===== src/rtl/midi_tx_arbiter.sv =====
// Round-robin arbiter sharing midi_out between two message sources.
// Accepts one whole message, pulses tx_start, then self-times the line until it is free again.
module midi_tx_arbiter #(
    parameter int BAUD_CNT_HALF = 1600,
    parameter int GAP_BITS      = 1
) (
    input  logic       clk,
    input  logic       rst,
    input  logic       req0_valid,
    input  logic [7:0] req0_status,
    input  logic [7:0] req0_data1,
    input  logic [7:0] req0_data2,
    input  logic [7:0] req0_bits,
    output logic       req0_ready,
    input  logic       req1_valid,
    input  logic [7:0] req1_status,
    input  logic [7:0] req1_data1,
    input  logic [7:0] req1_data2,
    input  logic [7:0] req1_bits,
    output logic       req1_ready,
    output logic [7:0] status,
    output logic [7:0] data1,
    output logic [7:0] data2,
    output logic [7:0] cmd_bits_cnt,
    output logic       tx_start,
    output logic       busy,
    output logic       drop
);

    typedef enum logic [1:0] {IDLE, START, WAIT} state_t;

    localparam logic [23:0] BIT_CYC = 24'(2 * BAUD_CNT_HALF);
    localparam logic [23:0] EXTRA   = 24'(GAP_BITS + 1);

    state_t      state, state_nxt;
    logic        last_grant;
    logic        grant;
    logic        accept;
    logic        legal;
    logic [23:0] cnt;

    // A tie goes to whoever was not served last.
    always_comb begin
        if (req0_valid && req1_valid) grant = ~last_grant;
        else                          grant = req1_valid;
    end

    // Ready is also held low while reset is asserted.
    assign req0_ready = rst && (state == IDLE) && req0_valid && !grant;
    assign req1_ready = rst && (state == IDLE) && req1_valid &&  grant;
    assign accept     = req0_ready || req1_ready;
    assign legal      = (cmd_bits_cnt == 8'd10) || (cmd_bits_cnt == 8'd20) ||
                        (cmd_bits_cnt == 8'd30);
    assign busy       = (state != IDLE);

    always_comb begin
        state_nxt = state;
        tx_start  = 1'b0;
        drop      = 1'b0;
        case (state)
            IDLE:  if (accept) state_nxt = START;
            START: begin
                if (legal) begin
                    tx_start  = 1'b1;
                    state_nxt = WAIT;
                end else begin
                    drop      = 1'b1;
                    state_nxt = IDLE;
                end
            end
            WAIT:    if (cnt == 24'd0) state_nxt = IDLE;
            default: state_nxt = IDLE;
        endcase
    end

    always_ff @(posedge clk or negedge rst) begin
        if (!rst) state <= IDLE;
        else      state <= state_nxt;
    end

    always_ff @(posedge clk or negedge rst) begin
        if (!rst) begin
            status       <= 8'd0;
            data1        <= 8'd0;
            data2        <= 8'd0;
            cmd_bits_cnt <= 8'd0;
            last_grant   <= 1'b1;
            cnt          <= 24'd0;
        end else begin
            if (accept) begin
                status       <= grant ? req1_status : req0_status;
                data1        <= grant ? req1_data1  : req0_data1;
                data2        <= grant ? req1_data2  : req0_data2;
                cmd_bits_cnt <= grant ? req1_bits   : req0_bits;
                last_grant   <= grant;
            end
            // One extra bit period absorbs the baud_clk phase relative to tx_start.
            if (state == START && legal)
                cnt <= ({16'd0, cmd_bits_cnt} + EXTRA) * BIT_CYC - 24'd1;
            else if (state == WAIT && cnt != 24'd0)
                cnt <= cnt - 24'd1;
        end
    end

endmodule


===== config.mk =====
export PLATFORM = sky130hd
export DESIGN_NAME = midi_tx_arbiter
export DESIGN_NICKNAME = d
export VERILOG_FILES = /design/src/rtl/midi_tx_arbiter.sv
export SDC_FILE = /design/constraint.sdc
export NUM_CORES = 1
export LEC_CHECK = 0
export BUFFER_PORTS_ARGS = -buffer_cell sky130_fd_sc_hd__buf_2
export CORE_MARGIN = 8
export CORE_UTILIZATION = 46
export CTS_CLUSTER_SIZE = 25
export DETAILED_ROUTE_END_ITERATION = 6
export PLACE_DENSITY = 0.77
export SYNTH_ARGS = -nofsm -noshare
export SYNTH_HDL_FRONTEND = slang
export SYNTH_SLANG_ARGS = --single-unit

===== constraint.sdc =====
create_clock -name clk -period 5.9 [get_ports clk]
set_clock_uncertainty 0.05 [all_clocks]
set_input_delay 1.18 -clock clk [delete_from_list [all_inputs] [get_ports clk]]
set_output_delay 1.18 -clock clk [all_outputs]
set_load 0.005 [all_outputs]

==> impl_results.md <==
- Final nets: between 600 and 700
- Clk Latency, worst-skew pair: roughly 340 ps
- Least-Margin Pin Slew: roughly 1100 ps
- Largest stage delay on the critical path: 530 ps
- Cell chain of the critical path: ha_1, nand3_1, xor2_1, inv_1, ha_1, ha_1, inv_1, fa_1, inv_1, ha_1, a21oi_1, nor2b_1, nor3_1, xor2_1, nand4b_1, nor4_1, o22a_1
- Post-Syn Area: between 4000 and 5000 sq um
- Setup crit start kind: flop
- Setup Viol. Count Final: 0
- Fin area: about 5000 sq um
- H-tree Lvls: 3
- Final Wtd Congestion: 0.8672
- DP HPWL: 7910 um
- Worst EP required: roughly 6100 ps
- Die area: 12,450 sq um
- Synth Register Bits: a little under 60
- Status: completed
- Distinct cells, synth: a little over 50
- Final hold vios: 0
- PortBufs: 104
- Clock transition at the registers of the reported paths: 80 ps
- Most used cell, CP: ha_1
- Critical path class: reg -> reg
- Post-CTS Setup Bufs: 0
- Hold_buf cts: 0
- Row cnt: 35
- Total CTS buffers: 9
- Initial antenna violation count: 0
- Post_cts resized: 0
- Sequential-to-total area share from yosys stat: 35.15%
- Period utilization: 84.44%
- # IOs: ~110
- Crit path DAT: around 5200 ps
- Drt wl/cell: 15.08 um
- Max cap viols: 0
- Die Wd: 111.6 um
- Initial DRC Count: between 150 and 200
- DRC errors left: 0
- Core Footprint: 9065 sq um
- Die extent in y: 111.6 um
- Unrepaired setup endpoints after global routing: no
- Worst hold margin: 476.9 ps
- Synth Instances: about 470
- Vias in the first global route: 3,786
- Starting Density: between 40% and 50%
- Area Growth Syn to Fin: 19.73%
- CTS Buffer Depth: 2
- First-pass GRT wire length: between 15,000 and 20,000 um
- Ys async rst share: 100.0%
- Final wirelength: 10,220 um
- Worst VDD drop: 0.2720 mV
- Post-synth top cells: dfrtp_1 (58), nor2_1 (54), a21oi_1 (47)
- Dominant synthesized flop cell: dfrtp_1
- Max Slew Vio Count: 0
- Clock Tree Root: clkbuf_8
- Layout cells sized above 1: 23.28%
- Largest net degree at the start of global routing: 66
- Top cells by area, synth: dfrtp_1 (35%), ha_1 (10%), mux2i_1 (8.6%)
- Top cell type's share of synthesized area: 34.52%
- Achievable Freq: 0.2007 GHz
- Post-route ant nets: 0
- # fillers: 791
- Via/cell ratio: around 5.4
- Syn. warnings: 0
- CTS tree: built
- Critical path capture point type: flop
- Average size of a mapped cell: 9.041 sq um
- DR pass1 iterations: 4
- Setup_tns: 0 ps
- Placed Area: 4810 sq um
- Gr ovfl total: 0
- Total power: 2932 uW
- Antenna cells: 0
- Worst rel slew slack: 29.50%
- Tightest Hold Check Type: reg -> reg
- Slowest cell on crit path: dfrtp_1
- Post-Syn Nets: 572
- Via count: 3,663
- Top-count cell post-synth: dfrtp_1
- LEAKAGE: roughly 0.0025 uW
- Cell Pwr Density: 582.5 nW/um^2
- CTS sink count: 59
- Final min period: about 5000 ps
- Area leader, netlist: dfrtp_1
- Number of synthesized flops with an enable pin: 0
- Tot GR Track Use: 16.35%
- Crit path max fanout: 10
==> stage by stage <==
stage / cells / setup slack [ps] / util (%)
after floorplan: 465 / 1399 / -
after global placement: 662 / 1259 / 53.06
after detailed placement: 662 / 995.6 / 53.06
after CTS: 678 / 970.4 / 55.53
after global routing: 678 / 646.5 / 55.53
final: 678 / 918.0 / 55.53
==> routing by layer <==
| metal | wire (um) | track usage [%] | up-vias |
|---|---|---|---|
| met5 | 0 | 0 | - |
| met3 | 619 | 4.275 | 17 |
| li1 | - | - | 1830 |
| met2 | 4871 | 27.72 | 123 |
| met4 | 167 | 6.563 | 0 |
| met1 | 4564 | 19.28 | 1693 |
==> sequential cells by signal, indices dropped and copies added (netlist names) <==
name	count
data1	8
cmd_bits_cnt	8
state	2
last_grant	1
status	8
data2	8
cnt	24
==> placed cells by master, fill, tap and decap left out, drive strengths merged, types with 5 or more instances in the layout <==
cell	count
buf	106
dfrtp	58
nor2	54
a21oi	47
mux2i	36
ha	35
inv	29
nand2	24
xnor2	23
xor2	19
nand3	15
o21ai	15
nor3	13
nor4	9
clkbuf	9
and3	5
clkinv	5
==> power breakdown <==
group,internal [uW],switching [uW]
Sequential,491,84.9
Clock,241,177
Combinational,820,1120
==> critical path, delay by kind of cell, from the launching register on <==
family                     cells  cell delay (ps)
AOI/OAI and AO/OA              2              580
buffers and inverters          3              200
and+or+nand+nor                5             1240
xor gates and xnor gates       2              550
DFF                            1              530
adders and majority gates      5             1770
==> cell families after synthesis <==
family / after synthesis / share of synthesized area [%]
buf+inv: 49 / 4.524
fa+ha+maj: 39 / 12.32
simple gates: 150 / 17.71
mux: 36 / 8.572
xor+xnor: 42 / 8.750
compound gates: 90 / 12.98
flops: 59 / 35.15
==> area by class of cell <==
cell class	count	area (sq um)	area share [%]
Sequential cell	59	1478	29.36
Tap cell	111	138.9	2.759
Inverter	29	108.9	2.163
Clock buffer	9	123.9	2.461
Multi-Input combinational cell	357	2549	50.63
Clock inverter	7	100.1	1.989
Timing Repair Buffer	106	535.5	10.64
==> worst paths after layout <==
check	slack, ps	from	depth (start not counted)	end
min in group asynchronous	970	rst	2	data1[6]$_DFFE_PN0P_
max in group asynchronous	4330	rst	2	cnt[20]$_DFFE_PN0P_
max reg2reg	920	cmd_bits_cnt[1]$_DFFE_PN0P_	17	cnt[23]$_DFFE_PN0P_
min reg2reg	480	data1[5]$_DFFE_PN0P_	2	data1[5]$_DFFE_PN0P_
max	920	cmd_bits_cnt[1]$_DFFE_PN0P_	17	cnt[23]$_DFFE_PN0P_
min	480	data1[5]$_DFFE_PN0P_	2	data1[5]$_DFFE_PN0P_
Note: power is estimated with default switching activity, not from simulation.
